File: config.mk
export PLATFORM = sky130hd
export DESIGN_NAME = update_scheduler
export DESIGN_NICKNAME = d
export VERILOG_FILES = /design/src/rtl/snake_pkg.sv /design/src/rtl/update_period.sv /design/src/rtl/update_scheduler.sv
export SDC_FILE = /design/constraint.sdc
export NUM_CORES = 1
export LEC_CHECK = 0
export ABC_AREA = 1
export BUFFER_PORTS_ARGS = -buffer_cell sky130_fd_sc_hd__buf_2
export CAP_MARGIN = 0
export CORE_MARGIN = 2
export CORE_UTILIZATION = 63
export CTS_CLUSTER_DIAMETER = 120
export CTS_CLUSTER_SIZE = 8
export DETAILED_ROUTE_END_ITERATION = 12
export PLACE_DENSITY_LB_ADDON = 0.2
export SYNTH_ARGS = -nofsm -noshare
export SYNTH_HDL_FRONTEND = slang
export SYNTH_HIERARCHICAL = 1
export SYNTH_SLANG_ARGS = --single-unit
File: constraint.sdc
create_clock -name clk -period 2.53 [get_ports clk]
set_clock_uncertainty 0.1 [all_clocks]
set_input_delay 0.506 -clock clk [delete_from_list [all_inputs] [get_ports clk]]
set_output_delay 0.506 -clock clk [all_outputs]
set_load 0.01 [all_outputs]
File: src/rtl/snake_pkg.sv
// rtl/snake_pkg.sv - shared state encoding and default timing constants for the snake update path

package snake_pkg;

  typedef enum logic [1:0] {
    COUNT = 2'd0,
    MOVE  = 2'd1,
    CHECK = 2'd2,
    HALT  = 2'd3
  } state_t;

  localparam int DEFAULT_BASE_PERIOD = 12500000;
  localparam int DEFAULT_STEP        = 1000000;
  localparam int DEFAULT_MIN_PERIOD  = 2500000;

endpackage

File: src/rtl/update_period.sv
// rtl/update_period.sv - registered, clamped update period derived from the speed level

module update_period
  import snake_pkg::*;
#(
  parameter int BASE_PERIOD = DEFAULT_BASE_PERIOD,
  parameter int STEP        = DEFAULT_STEP,
  parameter int MIN_PERIOD  = DEFAULT_MIN_PERIOD,
  parameter int CNT_W       = 24,
  parameter int LEVEL_W     = 4
) (
  input  logic               clk,
  input  logic               rst,
  input  logic [LEVEL_W-1:0] level,
  output logic [CNT_W-1:0]   period
);

  localparam int W = CNT_W + LEVEL_W;

  logic [W-1:0] base_w;
  logic [W-1:0] min_w;
  logic [W-1:0] reduction;
  logic [W-1:0] clamped;

  // Widened so level*STEP can exceed the base without the difference wrapping.
  always_comb begin
    base_w    = W'(BASE_PERIOD);
    min_w     = W'(MIN_PERIOD);
    reduction = W'(level) * W'(STEP);
    clamped   = min_w;
    if ((reduction < base_w) && ((base_w - reduction) > min_w)) begin
      clamped = base_w - reduction;
    end
  end

  always_ff @(posedge clk) begin
    if (rst) begin
      period <= CNT_W'(BASE_PERIOD);
    end else begin
      period <= clamped[CNT_W-1:0];
    end
  end

endmodule

File: src/rtl/update_scheduler.sv
// rtl/update_scheduler.sv - game tick generator with MOVE/CHECK handshake; SPEEDUP_EN enables food-driven levels

module update_scheduler
  import snake_pkg::*;
#(
  parameter int BASE_PERIOD     = DEFAULT_BASE_PERIOD,
  parameter int STEP            = DEFAULT_STEP,
  parameter int MIN_PERIOD      = DEFAULT_MIN_PERIOD,
  parameter int FOODS_PER_LEVEL = 4,
  parameter int MAX_LEVEL       = 10,
  parameter int CNT_W           = 24,
  parameter int LEVEL_W         = 4
) (
  input  logic               clk,
  input  logic               rst,
  input  logic               pause,
  input  logic               food_eaten,
  input  logic               game_over,
  input  logic               move_done,
  input  logic               check_done,
  output logic               move_start,
  output logic               check_start,
  output logic               busy,
  output logic               halted,
  output logic [LEVEL_W-1:0] level
);

  state_t           state;
  state_t           state_nx;
  logic [CNT_W-1:0] cnt;
  logic [CNT_W-1:0] period;
  logic             move_start_q;
  logic             check_start_q;
  logic             expire;
  logic             move_ack;

  // >= rather than == so a period that shrinks below cnt still fires instead of wrapping.
  assign expire   = (state == COUNT) && !pause && (cnt >= (period - CNT_W'(1)));
  assign move_ack = (state == MOVE) && move_done && !move_start_q;

  always_ff @(posedge clk) begin
    if (rst) begin
      state         <= COUNT;
      cnt           <= '0;
      move_start_q  <= 1'b0;
      check_start_q <= 1'b0;
    end else begin
      state         <= state_nx;
      move_start_q  <= expire;
      check_start_q <= move_ack;
      if (state == COUNT && !pause) begin
        cnt <= expire ? '0 : cnt + CNT_W'(1);
      end
    end
  end

  always_comb begin
    state_nx = state;
    case (state)
      COUNT: if (expire) state_nx = MOVE;
      MOVE:  if (move_ack) state_nx = CHECK;
      CHECK: if (check_done) state_nx = game_over ? HALT : COUNT;
      HALT:  state_nx = HALT;
      default: state_nx = COUNT;
    endcase
  end

  always_comb begin
    move_start  = move_start_q;
    check_start = check_start_q;
    busy        = (state == MOVE) || (state == CHECK);
    halted      = (state == HALT);
  end

`ifdef SPEEDUP_EN
  localparam int FCNT_W = (FOODS_PER_LEVEL > 1) ? $clog2(FOODS_PER_LEVEL) : 1;

  logic [FCNT_W-1:0]  fcnt;
  logic [LEVEL_W-1:0] level_q;

  always_ff @(posedge clk) begin
    if (rst) begin
      fcnt    <= '0;
      level_q <= '0;
    end else if (food_eaten && state != HALT) begin
      if (fcnt == FCNT_W'(FOODS_PER_LEVEL - 1)) begin
        fcnt <= '0;
        if (level_q < LEVEL_W'(MAX_LEVEL)) begin
          level_q <= level_q + LEVEL_W'(1);
        end
      end else begin
        fcnt <= fcnt + FCNT_W'(1);
      end
    end
  end

  update_period #(
    .BASE_PERIOD(BASE_PERIOD),
    .STEP       (STEP),
    .MIN_PERIOD (MIN_PERIOD),
    .CNT_W      (CNT_W),
    .LEVEL_W    (LEVEL_W)
  ) u_period (
    .clk   (clk),
    .rst   (rst),
    .level (level_q),
    .period(period)
  );

  assign level = level_q;
`else
  localparam int unused_cfg = FOODS_PER_LEVEL + MAX_LEVEL + STEP + MIN_PERIOD;
  logic unused_food;

  assign unused_food = food_eaten;
  assign period      = CNT_W'(BASE_PERIOD);
  assign level       = '0;
`endif

endmodule
## Yosys cells after proc, flatten, opt, wreduce, memory -nomap -nowiden

Index checks and enable logic that the tools add are counted.

| word-level totals | value |
|---|---|
| word-level logic and storage cells | 27 |
| latch bits | 0 |
| bits in writable memories | 0 |
| bits of input ports | 7 |
| memories | 0 |
| output and inout bits | 8 |
| bits in read-only memories | 0 |
| flip-flop bits (word level) | 28 |

| operators by class | value |
|---|---|
| add/sub/neg operators | 1 |
| reduce and logical (&&, ||, !) cells | 9 |
| multiply operators | 0 |
| divide/modulo/power cells | 0 |
| shift-type cells | 0 |
| mux-type cells | 6 |
| equality and inequality tests | 6 |
| magnitude comparators | 1 |
| bitwise gates (word level) | 0 |

Operator list:

| cell | number |
|---|---|
| 24-bit by 1-bit adder with 24-bit output (second input constant) | 1 |
| 24-bit >= comparator (second input constant) | 1 |
| 24-bit 2-to-1 mux | 1 |
| 2-bit 2-to-1 mux | 4 |
| 2-bit one-hot mux with 4 select lines | 1 |
| 2-bit != test (second input constant) | 3 |
| 2-bit == test (second input constant) | 2 |
| 1-bit logical AND | 4 |
| 3-bit AND reduction | 1 |
| 2-bit by 1-bit == test with 1-bit output (second input constant) | 1 |
| 1-bit logical NOT | 2 |
| 2-bit logical NOT | 1 |
| 1-bit logical OR | 1 |

## Logic depth before layout (Yosys ltp)

| depth | value |
|---|---|
| word-level depth | 5 |
| gate-level depth with buffers | 13 |
| depth with buffers taken out | 13 |

## Worst setup path after synthesis

Ideal clock, no wire load.

| timing path | value |
|---|---|
| kind | register to register |
| start | reg state[1] |
| end | reg cnt[21] |
| setup time | 0.116 ns |
| stages on the path, launching flop included | 12 |
| required time | 2.314 ns |
| setup slack | 0.816 ns |
| arrival | 1.499 ns |
| period minus slack after synthesis | 1.714 ns |
| buffers on the path | 0 |
| cell sequence | dfxtp_1 > inv_1 > ha_1 > nand2_2 > nor2_2 > nand2_1 > nor3_2 > nand2_1 > nor2_2 > nand2_1 > o21ai_0 > nor2_1 |

| on the way | value |
|---|---|
| longest elaborated chain between the ends | 4 |

RTL lines:

| element | RTL line | source |
|---|---|---|
| start: declaration | update_scheduler.sv:28 | `state_t state;` |
| start signal: assignment | update_scheduler.sv:48 | `state <= state_nx;` |
| 2-bit logical NOT * | update_scheduler.sv:38, update_scheduler.sv:51 |  |
| 1-bit logical AND * | update_scheduler.sv:38, update_scheduler.sv:51 |  |
| 1-bit logical AND | update_scheduler.sv:38 | `assign expire = (state == COUNT) && !pause && (cnt >= (period - CNT_W'(1)));` |
| 24-bit 2-to-1 mux | update_scheduler.sv:52 | `cnt <= expire ? '0 : cnt + CNT_W'(1);` |
| end signal: assignment | update_scheduler.sv:52 |  |
| end: declaration | update_scheduler.sv:30 | `logic [CNT_W-1:0] cnt;` |

Mark *: on every way between the ends. The rest lies on a longest branch, timed or not.
A chain may end at the register's enable or synchronous reset.

## Worst setup path in the final report

Ends and elaborated chain as after synthesis.

==> metrics.md <==
| Metric | Value |
|---|---|
| Syn Std Cell Area | 0.001667 mm^2 |
| Drc violations | 0 |
| RD Place Congestion | roughly 0.84 |
| Combined area of the multi-input logic cells | about 960 um^2 |
| Adder and majority cell fraction of the synthesized area | between 4 and 5% |
| Finish-stage setup viols | 0 |
| Sort of element at the end of the critical path | flop |
| Die span in y | 55.44 um |
| Total Die Area | approximately 0.003 mm^2 |
| Maximum clock frequency | 498.1 MHz |
| Leakage power figure | 0.7195 nW |
| Number of routed nets with antenna violations | 0 |
| H-Tree Depth | 1 |
| Die width | 55.44 um |
| Starting DRT DRC Count | 63 |
| Antenna violations before repair | 0 |
| Power consumption | 0.7901 mW |
| Yosys cell types | 33 |
| First-pass GRT wire length | 5.568 mm |
| Site Rows | 18 |
| Initial core utilization | 66.67% |
| Clock tree from TritonCTS | built |
| Total length of routed wires | 3.007 mm |
| Global routing usage summed across all routing layers | 21.86% |
| Required time at the endpoint of the critical path | 2.66 ns |
| Number of synthesized register bits | 28 |
| Fill cell instance count of the final layout | 213 |
| Maximum ir drop on the vdd rail | roughly 0.39 mV |
| Number of post-CTS setup repair buffers | 0 |
| Hold Path Stages | 2 |
| Via count of the first global-routing pass | 1358 |
| Max-cap violations | 0 |
| Max-slew violation total from the final report | 0 |
| Multiplexer area fraction after synthesis | 0% |
| Final hold viol count | 0 |
| Worst Path Class, Setup | flop to flop |
| CTS Sinks | 28 |
| Combinational family with the most area after synthesis | simple AND/OR/NAND/NOR gates |
| Diodes inserted | 0 |
| Pwr dens | 455.6 mW/mm^2 |
| Path class of the lowest-slack min-delay path | input port to flop |
| Register-to-Register Setup Slack | 0.52 ns |
| Hold_ws | 0.3082 ns |
| Number of port buffers | 9 |
| Endpoint arrival time on the critical path | 2.14 ns |
| Core utilization of the finished layout | 69.37% |
| Maximum number of pins on one net before global-route repair | 21 |
| Xor/xnor cell area share of the yosys netlist | under 10% |
| Core area | around 0.0025 mm^2 |
| Final net count | 251 |
| Portion of the clock cycle consumed by the worst path in the final layout | between 70% and 80% |
| Min cycle time layout | 2.008 ns |
| Via-per-instance ratio | just over 5 |
| Max FO, Critical Path | 6 |
| Type of origin of the critical path | flop |
| Simple logic cell fraction of the synthesized area | 39.34% |
| Overflow left after global routing | 0 |
| RSZ-0062 raised after global routing | no |
| Synthesized area divided by synthesized cell count | about 7.3 um^2 |
| Post-DR wirelength/cell | 11.30 um |
| CTS buffer count | 3 |
| Hold-fix buffers, CTS | 0 |
| Seq. cell area | 560.5 um^2 |
| Complex-gate fraction of the synthesized area | between 6 and 7% |
| Clock root buffer | clkbuf_4 |
| Depth of the most critical reg-to-reg path | 11 |
| Half-perimeter wire length after detailed placement | roughly 2.3 mm |
| Clock tree buffer depth | 2 |
| Sum of negative setup slack | 0 ns |
| Gate count after technology mapping | between 200 and 250 |
| Portion of the post-synthesis area used by sequential elements | 33.63% |
| Status | finished, final reports clean |
| Quantity of gates resized following cts | 0 |
| Share of cells above drive strength 1 | 18.22% |
| Yosys warning total | 6 |
| Routed via count | 1376 |
| Syn-to-layout area delta | 4.054% |
| Source-to-sink clock delay at the later pin of the worst-skew pair | 0.31 ns |
| Number of iterations in the first detailed-routing pass | 4 |
| I/O pins | 15 |
| Clock-pin slew reported for the worst setup and hold paths after clock tree synthesis | 0.14 ns |
-- flip-flops by register name, indices dropped and copies added (netlist names) --
signal / cells
check_start: 1
cnt: 24
move_start: 1
state: 2
-- critical path: stages, from the launching register on --
cell and delay (ns):
dfxtp_1 0.37, inv_1 0.14, ha_1 0.22, nand2_2 0.12
nor2_2 0.16, nand2_1 0.12, nor3_2 0.16, nand2_1 0.11
nor2_2 0.13, nand2_1 0.08, o21ai_0 0.15, nor2_1 0.06
-- synthesized netlist by cell type (all sizes together) --
master  number  share of area, %
ha           6               4.5
dfxtp       28                34
o22ai        1              0.38
a21oi        6               1.8
xor2         9               4.7
a211oi       2               1.2
nor4         2              0.75
o31ai        1              0.45
xnor2        2               1.1
a21boi       1              0.45
o211a        1              0.60
o21ai        5               1.5
o21a         1              0.45
buf          6               2.9
nor3b        4               2.7
nand3       10               3.9
conb         1              0.23
nor2        44                12
nor3         6               2.8
inv         30               6.8
nand2       55                14
nand4        6               3.2
-- report_power, final --
part / total [mW] / leakage [nW] / switching (mW) / internal [mW]
combinational: 0.139 / 0.480 / 0.0875 / 0.0513
clock: 0.177 / 0.0138 / 0.121 / 0.0557
sequential: 0.474 / 0.226 / 0.0161 / 0.458
-- cells by family (layout without fill, tap and decap cells) --
family | count (synthesis) | count (layout)
AOI/OAI and AO/OA | 18 | 18
xor gates and xnor gates | 11 | 11
adders and majority gates | 6 | 6
buffers and inverters | 36 | 42
DFF | 28 | 28
other | 1 | 4
and+or+nand+nor | 127 | 127
-- final cells by class --
cell class,instances,share of cell area [%]
Tap cell,30,2.165
Inverter,30,6.494
Timing Repair Buffer,9,2.597
Multi-Input combinational cell,166,55.12
Sequential cell,28,32.32
Clock buffer,3,1.299
-- per-stage QoR --
stage | area [um^2] | cells | setup slack, ns
3_3_place_gp | 1712 | 263 | 0.5826
2_1_floorplan | 1678 | 230 | 0.8156
3_5_place_dp | 1712 | 263 | 0.5459
6_report | 1734 | 266 | 0.5225
5_1_grt | 1734 | 266 | 0.2394
4_1_cts | 1734 | 266 | 0.5297
-- layer usage --
| layer | up-vias | wire, um | GRT usage, % |
|---|---|---|---|
| met5 | - | 0 | 0 |
| met4 | 0 | 63 | 10.45 |
| met3 | 6 | 93 | 2.108 |
| met2 | 25 | 1401 | 36.05 |
| met1 | 622 | 1448 | 28.61 |
| li1 | 723 | - | - |
-- cell usage in the layout (no fill, tap or decap), types with 5 or more instances in the layout --
cell | netlist | layout
ha_1 | 6 | 6
nand2_2 | 10 | 10
inv_1 | 28 | 28
buf_2 | 0 | 9
xor2_1 | 9 | 9
nor2_1 | 35 | 35
nand4_1 | 5 | 5
a21oi_1 | 6 | 6
o21ai_0 | 5 | 5
dfxtp_1 | 28 | 28
nand3_1 | 7 | 7
nor2_2 | 6 | 6
nand2_1 | 45 | 45
-- final timing paths --
| path | start | to |
|---|---|---|
| setup reg to reg | state[1] | cnt[21] |
| hold / removal | rst | state[1] |
| hold reg to reg | move_start | check_start |
| setup / recovery | state[1] | cnt[21] |
(Power assumes the default switching activity.)
